[config.mk]
export PLATFORM = sky130hd
export DESIGN_NAME = chip_emulator
export DESIGN_NICKNAME = d
export VERILOG_FILES = /design/src/rtl/chip_pkg.sv /design/src/rtl/chip_emulator_pin_sync.sv /design/src/rtl/chip_emulator.sv
export SDC_FILE = /design/constraint.sdc
export NUM_CORES = 1
export LEC_CHECK = 0
export CAP_MARGIN = 10
export CELL_PAD_IN_SITES_DETAIL_PLACEMENT = 1
export CELL_PAD_IN_SITES_GLOBAL_PLACEMENT = 2
export CORE_MARGIN = 2
export CORE_UTILIZATION = 30
export DETAILED_ROUTE_END_ITERATION = 8
export GPL_TIMING_DRIVEN = 0
export HOLD_SLACK_MARGIN = 0.15
export PLACE_DENSITY = 0.83
export SETUP_SLACK_MARGIN = 0.1
export SYNTH_ARGS = -nofsm -noshare
export SYNTH_HDL_FRONTEND = slang
export SYNTH_SLANG_ARGS = --single-unit
[constraint.sdc]
create_clock -name Clk -period 2.55 [get_ports Clk]
set_clock_uncertainty 0.2 [all_clocks]
set_input_delay 0.51 -clock Clk [delete_from_list [all_inputs] [get_ports Clk]]
set_output_delay 0.51 -clock Clk [all_outputs]
set_load 0.02 [all_outputs]
[src/rtl/chip_pkg.sv]
// Chip codes and output-pin masks shared by the 74xx emulator.
package chip_pkg;

   localparam int CHIP_PIN_W = 17;

   typedef enum logic [4:0] {
      C7400 = 5'd1,
      C7402 = 5'd2,
      C7404 = 5'd3,
      C7410 = 5'd4,
      C7420 = 5'd5,
      C7427 = 5'd6,
      C7474 = 5'd7,
      C7486 = 5'd9
   } chip_code_e;

   // Pins the selected chip drives; zero for any unsupported code.
   function automatic logic [CHIP_PIN_W-1:0] out_mask(chip_code_e code);
      case (code)
         C7400, C7486: out_mask = 17'h00948;
         C7402:        out_mask = 17'h02412;
         C7404:        out_mask = 17'h01554;
         C7410, C7427: out_mask = 17'h01140;
         C7420:        out_mask = 17'h00140;
         C7474:        out_mask = 17'h00360;
         default:      out_mask = '0;
      endcase
   endfunction

endpackage

[src/rtl/chip_emulator_pin_sync.sv]
// Multi-stage synchronizer for the sampled header pins.
module pin_sync
   import chip_pkg::*;
#(
   parameter int STAGES = 2
) (
   input  logic                  clk,
   input  logic                  reset,
   input  logic [CHIP_PIN_W-1:0] d,
   output logic [CHIP_PIN_W-1:0] q
);

   logic [CHIP_PIN_W-1:0] chain [STAGES];

   always_ff @(posedge clk) begin
      if (reset) begin
         for (int i = 0; i < STAGES; i++) chain[i] <= '0;
      end else begin
         chain[0] <= d;
         for (int i = 1; i < STAGES; i++) chain[i] <= chain[i-1];
      end
   end

   assign q = chain[STAGES-1];

endmodule

[src/rtl/chip_emulator.sv]
// Known-good 74xx model on the checker's 16-pin header: sync pins, evaluate
// the selected chip, drive only its outputs, with optional stuck-at fault.
module chip_emulator
   import chip_pkg::*;
#(
   parameter int SYNC_STAGES   = 2,
   parameter int SETTLE_CYCLES = 4
) (
   input  logic        Clk,
   input  logic        Reset,
   input  logic [4:0]  Chip_Sel,
   input  logic [16:0] Pin_In,
   output logic [16:0] Pin_Out,
   output logic [16:0] Pin_OE,
   input  logic        Fault_En,
   input  logic [4:0]  Fault_Pin,
   input  logic        Fault_Val,
   output logic        Sel_Err
);

   logic [16:0] p, mask, func, out_nx;
   chip_code_e  sel_code;
   logic [4:0]  sel_shadow;
   logic [3:0]  settle_cnt;
   logic        q1, q2, q1_nx, q2_nx, qn1, qn2, clk1_d, clk2_d;
   logic        unused_pins;

   pin_sync #(.STAGES(SYNC_STAGES)) u_sync (
      .clk   (Clk),
      .reset (Reset),
      .d     (Pin_In),
      .q     (p)
   );

   assign sel_code    = chip_code_e'(Chip_Sel);
   assign mask        = out_mask(sel_code);
   assign unused_pins = ^{p[16:14], p[7], p[0]};

   // 7474 next state: PRE/CLR are level-sensitive and show up with gate latency.
   always_comb begin
      q1_nx = q1;
      if (!p[4])                q1_nx = 1'b1;
      else if (!p[1])           q1_nx = 1'b0;
      else if (p[3] && !clk1_d) q1_nx = p[2];
      qn1 = (!p[4] && !p[1]) ? 1'b1 : ~q1_nx;

      q2_nx = q2;
      if (!p[10])                q2_nx = 1'b1;
      else if (!p[13])           q2_nx = 1'b0;
      else if (p[11] && !clk2_d) q2_nx = p[12];
      qn2 = (!p[10] && !p[13]) ? 1'b1 : ~q2_nx;
   end

   always_comb begin
      func = '0;
      case (sel_code)
         C7400: begin
            func[3]  = ~(p[1] & p[2]);
            func[6]  = ~(p[4] & p[5]);
            func[8]  = ~(p[9] & p[10]);
            func[11] = ~(p[12] & p[13]);
         end
         C7486: begin
            func[3]  = p[1] ^ p[2];
            func[6]  = p[4] ^ p[5];
            func[8]  = p[9] ^ p[10];
            func[11] = p[12] ^ p[13];
         end
         C7402: begin
            func[1]  = ~(p[2] | p[3]);
            func[4]  = ~(p[5] | p[6]);
            func[10] = ~(p[8] | p[9]);
            func[13] = ~(p[11] | p[12]);
         end
         C7404: begin
            func[2]  = ~p[1];
            func[4]  = ~p[3];
            func[6]  = ~p[5];
            func[8]  = ~p[9];
            func[10] = ~p[11];
            func[12] = ~p[13];
         end
         C7410: begin
            func[12] = ~(p[1] & p[2] & p[13]);
            func[6]  = ~(p[3] & p[4] & p[5]);
            func[8]  = ~(p[9] & p[10] & p[11]);
         end
         C7427: begin
            func[12] = ~(p[1] | p[2] | p[13]);
            func[6]  = ~(p[3] | p[4] | p[5]);
            func[8]  = ~(p[9] | p[10] | p[11]);
         end
         C7420: begin
            func[6]  = ~(p[1] & p[2] & p[4] & p[5]);
            func[8]  = ~(p[9] & p[10] & p[12] & p[13]);
         end
         C7474: begin
            func[5]  = q1_nx;
            func[6]  = qn1;
            func[9]  = q2_nx;
            func[8]  = qn2;
         end
         default: func = '0;
      endcase
   end

   always_comb begin
      out_nx = func & mask;
      if (Fault_En && (Fault_Pin < 5'd17) && mask[Fault_Pin]) out_nx[Fault_Pin] = Fault_Val;
   end

   // Outputs stay released until the settle down-counter expires.
   always_ff @(posedge Clk) begin
      if (Reset) begin
         Pin_Out    <= '0;
         Pin_OE     <= '0;
         Sel_Err    <= 1'b0;
         q1         <= 1'b0;
         q2         <= 1'b0;
         clk1_d     <= 1'b0;
         clk2_d     <= 1'b0;
         sel_shadow <= '0;
         settle_cnt <= 4'(SETTLE_CYCLES);
      end else begin
         Sel_Err <= (mask == '0);
         clk1_d  <= p[3];
         clk2_d  <= p[11];
         if (Chip_Sel != sel_shadow) begin
            sel_shadow <= Chip_Sel;
            settle_cnt <= 4'(SETTLE_CYCLES);
            q1         <= 1'b0;
            q2         <= 1'b0;
            Pin_OE     <= '0;
            Pin_Out    <= '0;
         end else begin
            q1 <= q1_nx;
            q2 <= q2_nx;
            if (settle_cnt > 4'd1) begin
               settle_cnt <= settle_cnt - 4'd1;
               Pin_OE     <= '0;
               Pin_Out    <= '0;
            end else begin
               settle_cnt <= 4'd0;
               Pin_OE     <= mask;
               Pin_Out    <= out_nx;
            end
         end
      end
   end

endmodule

==> metrics, run 1 <==
Multi-input gate area approximately 1400 um2; largest area contributor in the netlist dfxtp_1; Filler Cell Count 1,041; pwr/cell area between 500 and 600 nW/um2; fmax between 400 and 500 MHz; Synth Flop Type dfxtp_1; share of the synthesized area in the top cell type 44.2%; data required time at the worst endpoint around 2.6 ns; sequential area share after synthesis 44.2%; vias per inst between 4 and 5; Slew Limit Fails 0; Hold Path Sink u_sync.chain[0][23]; pin slew with the least headroom to its limit 0.636 ns; Yosys warning total 0; Total GRT Usage 15.5%; Starting Density 30.7%; row count 35; critical path startpoint category input port; PortBufs 51; reg-to-reg startpoint sel_shadow[0]; Post-Syn Area 2810 um2; first-pass GRT wire length approximately 12,000 um; post-DP HPWL ~5500 um; DIE HEIGHT roughly 100 um; fin crit period 2.19 ns; core area 9150 um2; via count 2,320; root buffer cell clkbuf_8; Final Instance Area 3760 um2; RSZ-0062 raised after global routing no; CP endpoint kind flop; share of layout cells above drive strength 1 around 14%; TritonCTS clock tree built; routed length per instance between 10 and 15 um; endpoints failing hold 0; Max FO, Critical Path 6; Die ar. a little over 10,000 um2; Ports 66; Cell Area, Placed 3490 um2; htree depth 3; total grt overflow 0; CTS Buffer Depth 2; Die Width 101 um; Hold Buf Count CTS 0; outcome finished, final reports clean; Post-synth EDFFs 0; total power 2130 uW; CTS buffer count 9; Crit Reg-Reg Endpoint Pin_Out[6]; Initial DRC Count 53; Final Setup Violations 0; Max rail drop VDD 0.434 mV; Rel. slew slack 57.1%; diode count 0; Remaining DRCs 0; #FFs+latches synth 62; top cells by count, synth 62 x dfxtp_1, 44 x nor2_1, 30 x nor2b_1, 14 x nor3_1; Post-Route WL 7190 um; Hold WC Path Type reg -> reg; NumNets Final about 410; FFs w/ async S/R, synth 0%; Synth area leaders dfxtp_1 44%, nor2b_1 6.7%, nor2_1 5.9%; max cap viols 0; worst hold start u_sync.chain[0][6]; DRT Pass-1 Iters 4; WS Path Type in -> reg; initial antenna violation count 0; leakage power 0.00151 uW; worst r2r path cells 7; Sequential Area 1240 um2; RePlAce Congestion about 0.88; Worst-Skew Late Latency 0.35 ns; reg2reg setup slack ~0.54 ns; total clock sinks 62; largest net degree at the start of global routing 14; final worst-path cycle share a little under nine tenths; CP arrival 2.25 ns; post-route antenna net violation count 0; cell with the most instances after synthesis dfxtp_1; Area Growth Syn to Fin 33.8%; Avg Cell Area, Syn 9.27 um2; Distinct cells, synth 56; Clock transition at path regs 0.07 ns; Post-Syn Instances about 300; number of global-route vias before repair roughly 2,500; hold path cells 1
[final cells by class]
type                    instances  area share (%)
clock buffers                   9            3.30
clock inverters                 7            2.20
flip-flops and latches         62            33.0
repair buffers                 52            13.9
well taps                     111            3.70
inverters                      13            1.30
multi-input cells             209            37.4
plain buffers                  28            5.13
[sequential cells by signal, summed over array words and instances, names as in the netlist]
name / flops
clk1_d: 1
clk2_d: 1
q1: 1
sel_shadow: 5
Pin_Out: 17
Pin_OE: 7
q2: 1
settle_cnt: 4
Sel_Err: 1
u_sync.chain: 24
[what timing repair did]
item | CTS | global route
buffers inserted | 1 | 0
endpoints found under the setup margin | 6 | 10
endpoints found under the hold margin | 0 | 0
gates resized for setup | 5 | 8
pin swaps | 1 | 1
gates cloned | 0 | 0
[per-layer routing]
layer / GRT usage [%] / up-vias / part of all wire [%]
met4: 7.59 / 0 / 1.8
met3: 4.16 / 13 / 4.6
li1: - / 1148 / -
met5: 0 / - / 0
met1: 17.1 / 1100 / 43
met2: 27.2 / 59 / 51
[report_power, final]
group | switching [uW] | internal (uW)
clock network | 422 | 464
logic | 122 | 107
registers | 16.5 | 997
total | 560 | 1570
[kinds of logic after synthesis]
group / count (synthesis) / synth area share, %
DFF: 62 / 44.2
muxes: 10 / 3.61
buffers and inverters: 41 / 8.60
other: 1 / 0.134
xor gates and xnor gates: 6 / 2.41
AOI/OAI and AO/OA: 32 / 9.31
adders and majority gates: 8 / 3.56
and+or+nand+nor: 143 / 28.2
[worst max-delay path, cell delays in order]
cell and delay, ns:
dlygate4sd2_1 0.30, or2_2 0.36, or3_1 0.47, nor2b_1 0.21, nor4_2 0.09, o211a_1 0.14, nor3_1 0.17
[placed cells by master, fill, tap and decap left out, types with 6 or more instances in the layout]
cell / n
nand3_1: 6
nand4_1: 7
clkbuf_1: 7
conb_1: 10
nor2b_1: 30
buf_4: 13
nand2_1: 11
dfxtp_1: 62
nor3_1: 13
clkdlybuf4s50_1: 47
inv_1: 12
a21oi_1: 9
ha_1: 8
mux2i_1: 9
nor2_1: 43
clkbuf_8: 9
[per-stage QoR]
step | TNS (ns) | utilization [%] | hold WS (ns) | worst slack [ns] | std cells
6_report | 0 | 41.1 | 0.241 | 0.361 | 491
5_1_grt | 0 | 41.1 | 0.261 | 0.217 | 491
4_1_cts | 0 | 40.6 | 0.246 | 0.114 | 491
3_5_place_dp | -3.97 | 38.2 | 0.227 | -0.407 | 474
3_3_place_gp | -3.63 | 38.2 | 0.221 | -0.356 | 474
2_1_floorplan | 0 | - | 0.214 | 0.434 | 312
[worst max-delay path by stage]
| stage | from | endpoint | slack, ns | cells after the start |
|---|---|---|---|---|
| after floorplan | Chip_Sel[0] | Pin_Out[4] | 0.43 | 8 |
| after global placement | Chip_Sel[2] | Pin_Out[6] | -0.36 | 7 |
| after detailed placement | Chip_Sel[2] | Pin_Out[6] | -0.41 | 7 |
| after CTS | Fault_Pin[0] | Pin_Out[6] | 0.11 | 6 |
| after global routing | Chip_Sel[3] | Pin_Out[10] | 0.22 | 8 |
| final | Chip_Sel[3] | Pin_Out[8] | 0.36 | 7 |
Note: power is estimated with default switching activity, not from simulation.
==> inputs of run 2 (changes only) <==
Settings changed: HOLD_SLACK_MARGIN 0.15 to unset.
==> results of run 2 <==
Final layout, timing and power as in run 1 (identical DEF).
